File: config.mk
export PLATFORM = sky130hd
export DESIGN_NAME = cpu_fetch_unit
export DESIGN_NICKNAME = d
export VERILOG_FILES = /design/src/rtl/cpu_fetch_pkg.sv /design/src/rtl/cpu_fetch_unit.sv
export SDC_FILE = /design/constraint.sdc
export NUM_CORES = 1
export LEC_CHECK = 0
export ABC_AREA = 1
export BUFFER_PORTS_ARGS = -buffer_cell sky130_fd_sc_hd__buf_2
export CAP_MARGIN = 40
export CORE_MARGIN = 5
export CORE_UTILIZATION = 59
export CTS_BUF_LIST = sky130_fd_sc_hd__clkbuf_4
export DETAILED_ROUTE_END_ITERATION = 6
export GPL_ROUTABILITY_DRIVEN = 0
export PLACE_DENSITY = 0.95
export SLEW_MARGIN = 10
export SYNTH_ARGS = -nofsm -noshare
export SYNTH_HDL_FRONTEND = slang
export SYNTH_SLANG_ARGS = --single-unit
File: constraint.sdc
create_clock -name clk -period 9.1 [get_ports clk]
set_clock_uncertainty 0.05 [all_clocks]
set_input_delay 1.82 -clock clk [delete_from_list [all_inputs] [get_ports clk]]
set_output_delay 1.82 -clock clk [all_outputs]
set_load 0.005 [all_outputs]
File: src/rtl/cpu_fetch_pkg.sv
// Shared types and constants for the instruction fetch unit.
package cpu_fetch_pkg;

  typedef enum logic [1:0] {
    FETCH   = 2'd0,
    HOLD    = 2'd1,
    DISCARD = 2'd2
  } fetch_state_t;

  localparam logic [31:0] PC_STEP = 32'd4;

endpackage

File: src/rtl/cpu_fetch_unit.sv
// Single-outstanding instruction fetch unit with redirect handling.
// Optional feature: define CPU_FETCH_MISALIGN_CHECK_EN to reject misaligned redirect targets.
module cpu_fetch_unit
  import cpu_fetch_pkg::*;
#(
  parameter logic [31:0] RESET_PC = 32'h0000_0000
) (
  input  logic        clk,
  input  logic        rst,
  input  logic        branch_resolve,
  input  logic        branch_taken,
  input  logic        jump,
  input  logic [31:0] target,
  output logic        imem_req,
  output logic [31:0] imem_addr,
  input  logic        imem_ack,
  input  logic [31:0] imem_rdata,
  output logic        inst_valid,
  output logic [31:0] inst,
  output logic [31:0] inst_pc,
  input  logic        inst_ready,
  output logic        misaligned_target
);

  fetch_state_t state, state_next;
  logic [31:0]  pc, pc_next;
  logic [31:0]  fetch_addr, fetch_addr_next;
  logic         load_inst;
  logic         redirect_raw;
  logic         redirect;
  logic [31:0]  redir_target;

  assign redirect_raw = jump | (branch_resolve & branch_taken);

`ifdef CPU_FETCH_MISALIGN_CHECK_EN
  logic target_bad;

  assign target_bad   = |target[1:0];
  assign redirect     = redirect_raw & ~target_bad;
  assign redir_target = target;

  always_ff @(posedge clk or posedge rst) begin
    if (rst) misaligned_target <= 1'b0;
    else     misaligned_target <= redirect_raw & target_bad;
  end
`else
  logic unused_target_bits;

  assign unused_target_bits = ^target[1:0];
  assign redirect           = redirect_raw;
  assign redir_target       = {target[31:2], 2'b00};
  assign misaligned_target  = 1'b0;
`endif

  assign imem_addr = fetch_addr;

  always_comb begin
    state_next      = state;
    pc_next         = pc;
    fetch_addr_next = fetch_addr;
    load_inst       = 1'b0;
    imem_req        = 1'b0;
    inst_valid      = 1'b0;
    case (state)
      FETCH: begin
        imem_req = 1'b1;
        if (redirect) begin
          pc_next = redir_target;
          // An ack alongside a redirect completes the stale request, so the
          // new target can be issued immediately instead of via DISCARD.
          if (imem_ack) fetch_addr_next = redir_target;
          else          state_next      = DISCARD;
        end else if (imem_ack) begin
          load_inst  = 1'b1;
          pc_next    = pc + PC_STEP;
          state_next = HOLD;
        end
      end
      HOLD: begin
        inst_valid = 1'b1;
        if (redirect) begin
          pc_next         = redir_target;
          fetch_addr_next = redir_target;
          state_next      = FETCH;
        end else if (inst_ready) begin
          fetch_addr_next = pc;
          state_next      = FETCH;
        end
      end
      DISCARD: begin
        imem_req = 1'b1;
        if (redirect) pc_next = redir_target;
        if (imem_ack) begin
          fetch_addr_next = pc_next;
          state_next      = FETCH;
        end
      end
      default: state_next = FETCH;
    endcase
  end

  always_ff @(posedge clk or posedge rst) begin
    if (rst) begin
      state      <= FETCH;
      pc         <= RESET_PC;
      fetch_addr <= RESET_PC;
      inst       <= '0;
      inst_pc    <= '0;
    end else begin
      state      <= state_next;
      pc         <= pc_next;
      fetch_addr <= fetch_addr_next;
      if (load_inst) begin
        inst    <= imem_rdata;
        inst_pc <= fetch_addr;
      end
    end
  end

endmodule

Word level (Yosys, flattened, before mapping). Index checks and enable logic that the tools add are counted.

Multiplexer cells: 22. Equal/unequal tests: 8. Bitwise gates (word level): 2. Reduce and logical (&&, ||, !) cells: 8. Add/subtract/negate cells: 1.

Operators by type and width (number): 32-bit two-way mux (8); 32-bit case mux with 3 select lines (1); 32-bit case mux with 2 select lines (1); 32-bit by 3-bit adder with 32-bit output (second input constant) (1); 2-bit two-way mux (6); 3-bit inequality test (second input constant) (3); 2-bit inequality test (second input constant) (3); 2-bit case mux with 3 select lines (1); 1-bit two-way mux (5); 5-bit AND reduction (1); 4-bit AND reduction (1); 2-bit OR reduction (2); 3-bit nonzero test (1); 2-bit by 1-bit equality test with 1-bit output (second input constant) (1); 2-bit equality test (second input constant) (1); 2-bit zero test (1); 2-bit AND reduction (1); 2-bit nonzero test (1); 1-bit AND (1); 1-bit OR (1).

Output and inout bits: 99. Register bits: 130.

Logic depth before layout (Yosys ltp).
Depth after elaboration: 5. Mapped depth: 12. Mapped depth without buffers: 12.

Worst setup path before layout. Ideal clock, no wire load.

Kind: input to register. Start: input port branch_resolve. End: register fetch_addr[11] (netlist: imem_addr[11]). Slack: 6.124 ns. Cell stages on the path: 8. Required time: 8.925 ns. Data arrival time: 2.802 ns. Cell sequence: nand2_1 -> nand2_2 -> inv_1 -> nand2_2 -> buf_4 -> buf_2 -> o21ai_0 -> mux2_2.

Cells in the longest elaborated chain, start to end: 5. Elaborated cells between the ends (all ways): 9. Classes of those cells: eq/ne (2); mux (4); bitwise (2); reduce/logical (1).

Ends and longest elaborated chain: from (decl) (RTL line cpu_fetch_unit.sv:10) `input logic branch_resolve,`; 1-bit AND * (RTL line cpu_fetch_unit.sv:33) `assign redirect_raw = jump | (branch_resolve & branch_taken);`; 1-bit OR * (RTL line cpu_fetch_unit.sv:33); 32-bit two-way mux; 32-bit two-way mux (RTL line cpu_fetch_unit.sv:93) `if (imem_ack) begin`; 32-bit case mux with 3 select lines (RTL line cpu_fetch_unit.sv:64) `case (state)`; to (signal assigned) (RTL line cpu_fetch_unit.sv:112) `fetch_addr <= fetch_addr_next;`; to (decl) (RTL line cpu_fetch_unit.sv:27) `logic [31:0] fetch_addr, fetch_addr_next;`.

Mark *: on every way between the ends. The rest lies on a longest branch, timed or not. The select of a mux whose other input is x is not followed. A chain may end at the register's enable or synchronous reset.

Final worst setup path.
Start: input port branch_resolve. End: register fetch_addr[16] (netlist: imem_addr[16]).

The elaborated chain is that of the path after synthesis.

==> flow_metrics.env <==
export IMPL_crit_buf_inv=3
export IMPL_fmax_mhz=253
export IMPL_final_antenna_net_count=0
export IMPL_core_sq_um=10800
export IMPL_drive_gt1_share_pct=24.5
export IMPL_cts_path_max_buffers=2
export IMPL_syn_cell_area_sq_um=6510
export IMPL_grt_pass1_vias=5856
export IMPL_grt_pass1_wl_mm=27.6
export IMPL_slew_violations=0
export IMPL_wl_met3_mm=1.50
export IMPL_regArea_sq_um=3250
export IMPL_cts_made_buffers=17
export IMPL_yosysTopAreaCellShare_pct=49.9
export IMPL_max_vdd_ir_drop_mv=0.154
export IMPL_slew_headroom_pct=44.1
export IMPL_critical_path_cell_chain="buf_2 > nand2_1 > nand2_2 > inv_1 > nand2_2 > buf_4 > o21ai_0 > mux2_1"
export IMPL_hp_class="reg -> reg"
export IMPL_p_leak_nw=4.24
export IMPL_synth_top_area_cell="dfrtp_1"
export IMPL_m1WireLength_mm=6.95
export IMPL_crit_family="buffers and inverters"
export IMPL_drt_pass1_iter_count=5
export IMPL_clk_root_buffer_cell="clkbuf_4"
export IMPL_detail_route_wl_per_cell_microns=15.5
export IMPL_stdcell_area_sq_um=7780
export IMPL_fin_total_pwr_mw=2.77
export IMPL_crit_end="imem_addr[16]"
export IMPL_crit_slowest_cell="nand2_2"
export IMPL_drv_cap=0
export IMPL_final_cell_mix="nand2_1 (332), buf_2 (166), dfrtp_1 (130), nor2_1 (63), inv_1 (53)"
export IMPL_yosys_top_cells_area="dfrtp_1 (50%), nand2_1 (19%), nor2_1 (3.7%), o21ai_0 (3.4%), mux2_2 (3.3%)"
export IMPL_rsz0062_at_grt="false"
export IMPL_cts_setup_buffers=0
export IMPL_cts_resized=0
export IMPL_regToRegEndpoint="pc[10]"
export IMPL_crit_fanout=67
export IMPL_ios=170
export IMPL_cts_tree="built"
export IMPL_syn_nets=899
export IMPL_drtIter0Drc=686
export IMPL_seq_area_frac_synth_pct=49.9
export IMPL_period_needed_ns=3.95
export IMPL_cts_sinks=130
export IMPL_routed_wl_mm=17.5
export IMPL_ys_warn_count=0
export IMPL_cp_required_ns=9.47
export IMPL_outcome="finished, final reports clean"
export IMPL_h_tree_depth=4
export IMPL_syn_avg_cell_area_sq_um=7.92
export IMPL_syn_to_final_growth_pct=19.4
export IMPL_crit_top_cell="nand2_2"
export IMPL_crit_path_max_incr_delay_ns=0.57
export IMPL_grt_usage_pct=26.2
export IMPL_die_y_microns=115
export IMPL_rows=38
export IMPL_crit_path_end_kind="register"
export IMPL_hold_buffers=0
export IMPL_io_buffers=166
export IMPL_clk_latency_ns=0.53
export IMPL_start_util_pct=60.1
export IMPL_powerDensity_nw_per_um2=356
export IMPL_grt_max_degree=69
export IMPL_timing_final_crit_share_pct=43.4
export IMPL_fillerInstances=779
export IMPL_hold_start="inst[12]"
export IMPL_crit_cells=8
export IMPL_die_w_microns=115
export IMPL_fin_ws_ns=5.15
export IMPL_fin_util_pct=71.8
export IMPL_die_area_sq_um=13200
export IMPL_multi_input_area_sq_um=2870
export IMPL_worstPathArrival_ns=4.32
export IMPL_ff2ff_path_depth=11
export IMPL_vias=6240
export IMPL_cp_startpoint="branch_resolve"
export IMPL_final_setup_tns_ns=0
export IMPL_route_met2_wl_mm=8.52
export IMPL_cp_start_kind="input port"
export IMPL_clk_pin_slew_ns=0.11
export IMPL_r2r_start="state[0]"
export IMPL_top_layer="met5"
export IMPL_place_area_sq_um=7430
export IMPL_crit_type="in -> reg"
export IMPL_pre_cts_ws_ns=4.72
export IMPL_drc=0
export IMPL_synth_cells=823
export IMPL_dp_hpwl_mm=12.6
export IMPL_setup_viol=0
export IMPL_final_net_count=1054
export IMPL_gr_total_overflow=0
export IMPL_yosys_register_bits=130
export IMPL_synth_distinct_cells=36
export IMPL_mostFrequentLayoutCell="nand2_1"
export IMPL_vias_per_cell=5.50
export IMPL_antenna_found_initial=3
export IMPL_hold_viol_final=0
export IMPL_tightestPinTransition_ns=0.839
export IMPL_r2r_slack_ns=6.64
-- layer usage --
layer	track usage [%]	vias to the layer above
met5	0	-
met4	11.1	2
met3	6.89	62
met2	43.4	302
met1	32.7	2918
li1	-	2956
-- worst min-delay path: stages, from the launching register on --
cell and delay, ns:
dfrtp_1 0.35, nand2_1 0.05, nand2_1 0.05
-- per-stage QoR --
stage / instances / hold WS [ns]
2_1_floorplan: 823 / 0.415
3_3_place_gp: 1096 / 0.398
3_5_place_dp: 1099 / 0.404
4_1_cts: 1131 / 0.430
5_1_grt: 1133 / 0.450
6_report: 1134 / 0.425
-- how the worst min path moves through the flow --
stage                        endpoint  slack (ns)  depth (start not counted)
after floorplan               inst[0]        0.42                          2
after global placement       inst[30]        0.40                          2
after detailed placement  inst_pc[30]        0.40                          2
after CTS                  inst_pc[5]        0.43                          2
after global routing         inst[26]        0.45                          2
final                        inst[12]        0.43                          2
-- synth_stat cells (all sizes together) --
master	number
nand2	339
dfrtp	130
nor2	70
inv	58
o21ai	45
a21oi	30
nand3	28
buf	21
mux2	21
clkbuf	16
a211oi	13
a22oi	10
a21o	8
a31oi	6
o22ai	6
ha	5
xor2	5
nor3	2
a21boi	1
a221oi	1
a2bb2oi	1
a32o	1
and2	1
conb	1
nand4	1
o2111ai	1
o31ai	1
xnor2	1
-- cell families (layout without fill, tap and decap cells) --
family / count (synthesis) / in the layout / share of synthesized area, %
adders and majority gates: 5 / 5 / 0.960
muxes: 21 / 21 / 3.63
DFF: 130 / 130 / 49.9
and+or+nand+nor: 441 / 441 / 27.0
other: 1 / 4 / 0.0576
AOI/OAI and AO/OA: 124 / 124 / 11.4
buffers and inverters: 95 / 263 / 6.18
xor gates and xnor gates: 6 / 6 / 0.807
-- registers in the layout, summed over array words and instances, names as in the netlist --
signal     count
inst          32
state          2
imem_addr     32
pc            32
inst_pc       32
-- report_power, final --
part           total, mW  internal [mW]  leakage, nW  switching, mW
logic               1.22          0.502         2.46          0.719
clock network      0.462          0.244        0.177          0.219
registers           1.09          0.859         1.60          0.227
total               2.77           1.60         4.24           1.17
-- layout make-up --
class / instances / share of cell area [%]
Sequential cell: 130 / 41.8
Multi-Input combinational cell: 598 / 36.8
Antenna cell: 3 / 0.0965
Clock buffer: 17 / 1.64
Timing Repair Buffer: 173 / 11.8
Inverter: 58 / 2.83
Clock inverter: 15 / 2.75
Tap cell: 140 / 2.25
No activity file was read; power rests on OpenSTA's default activity.
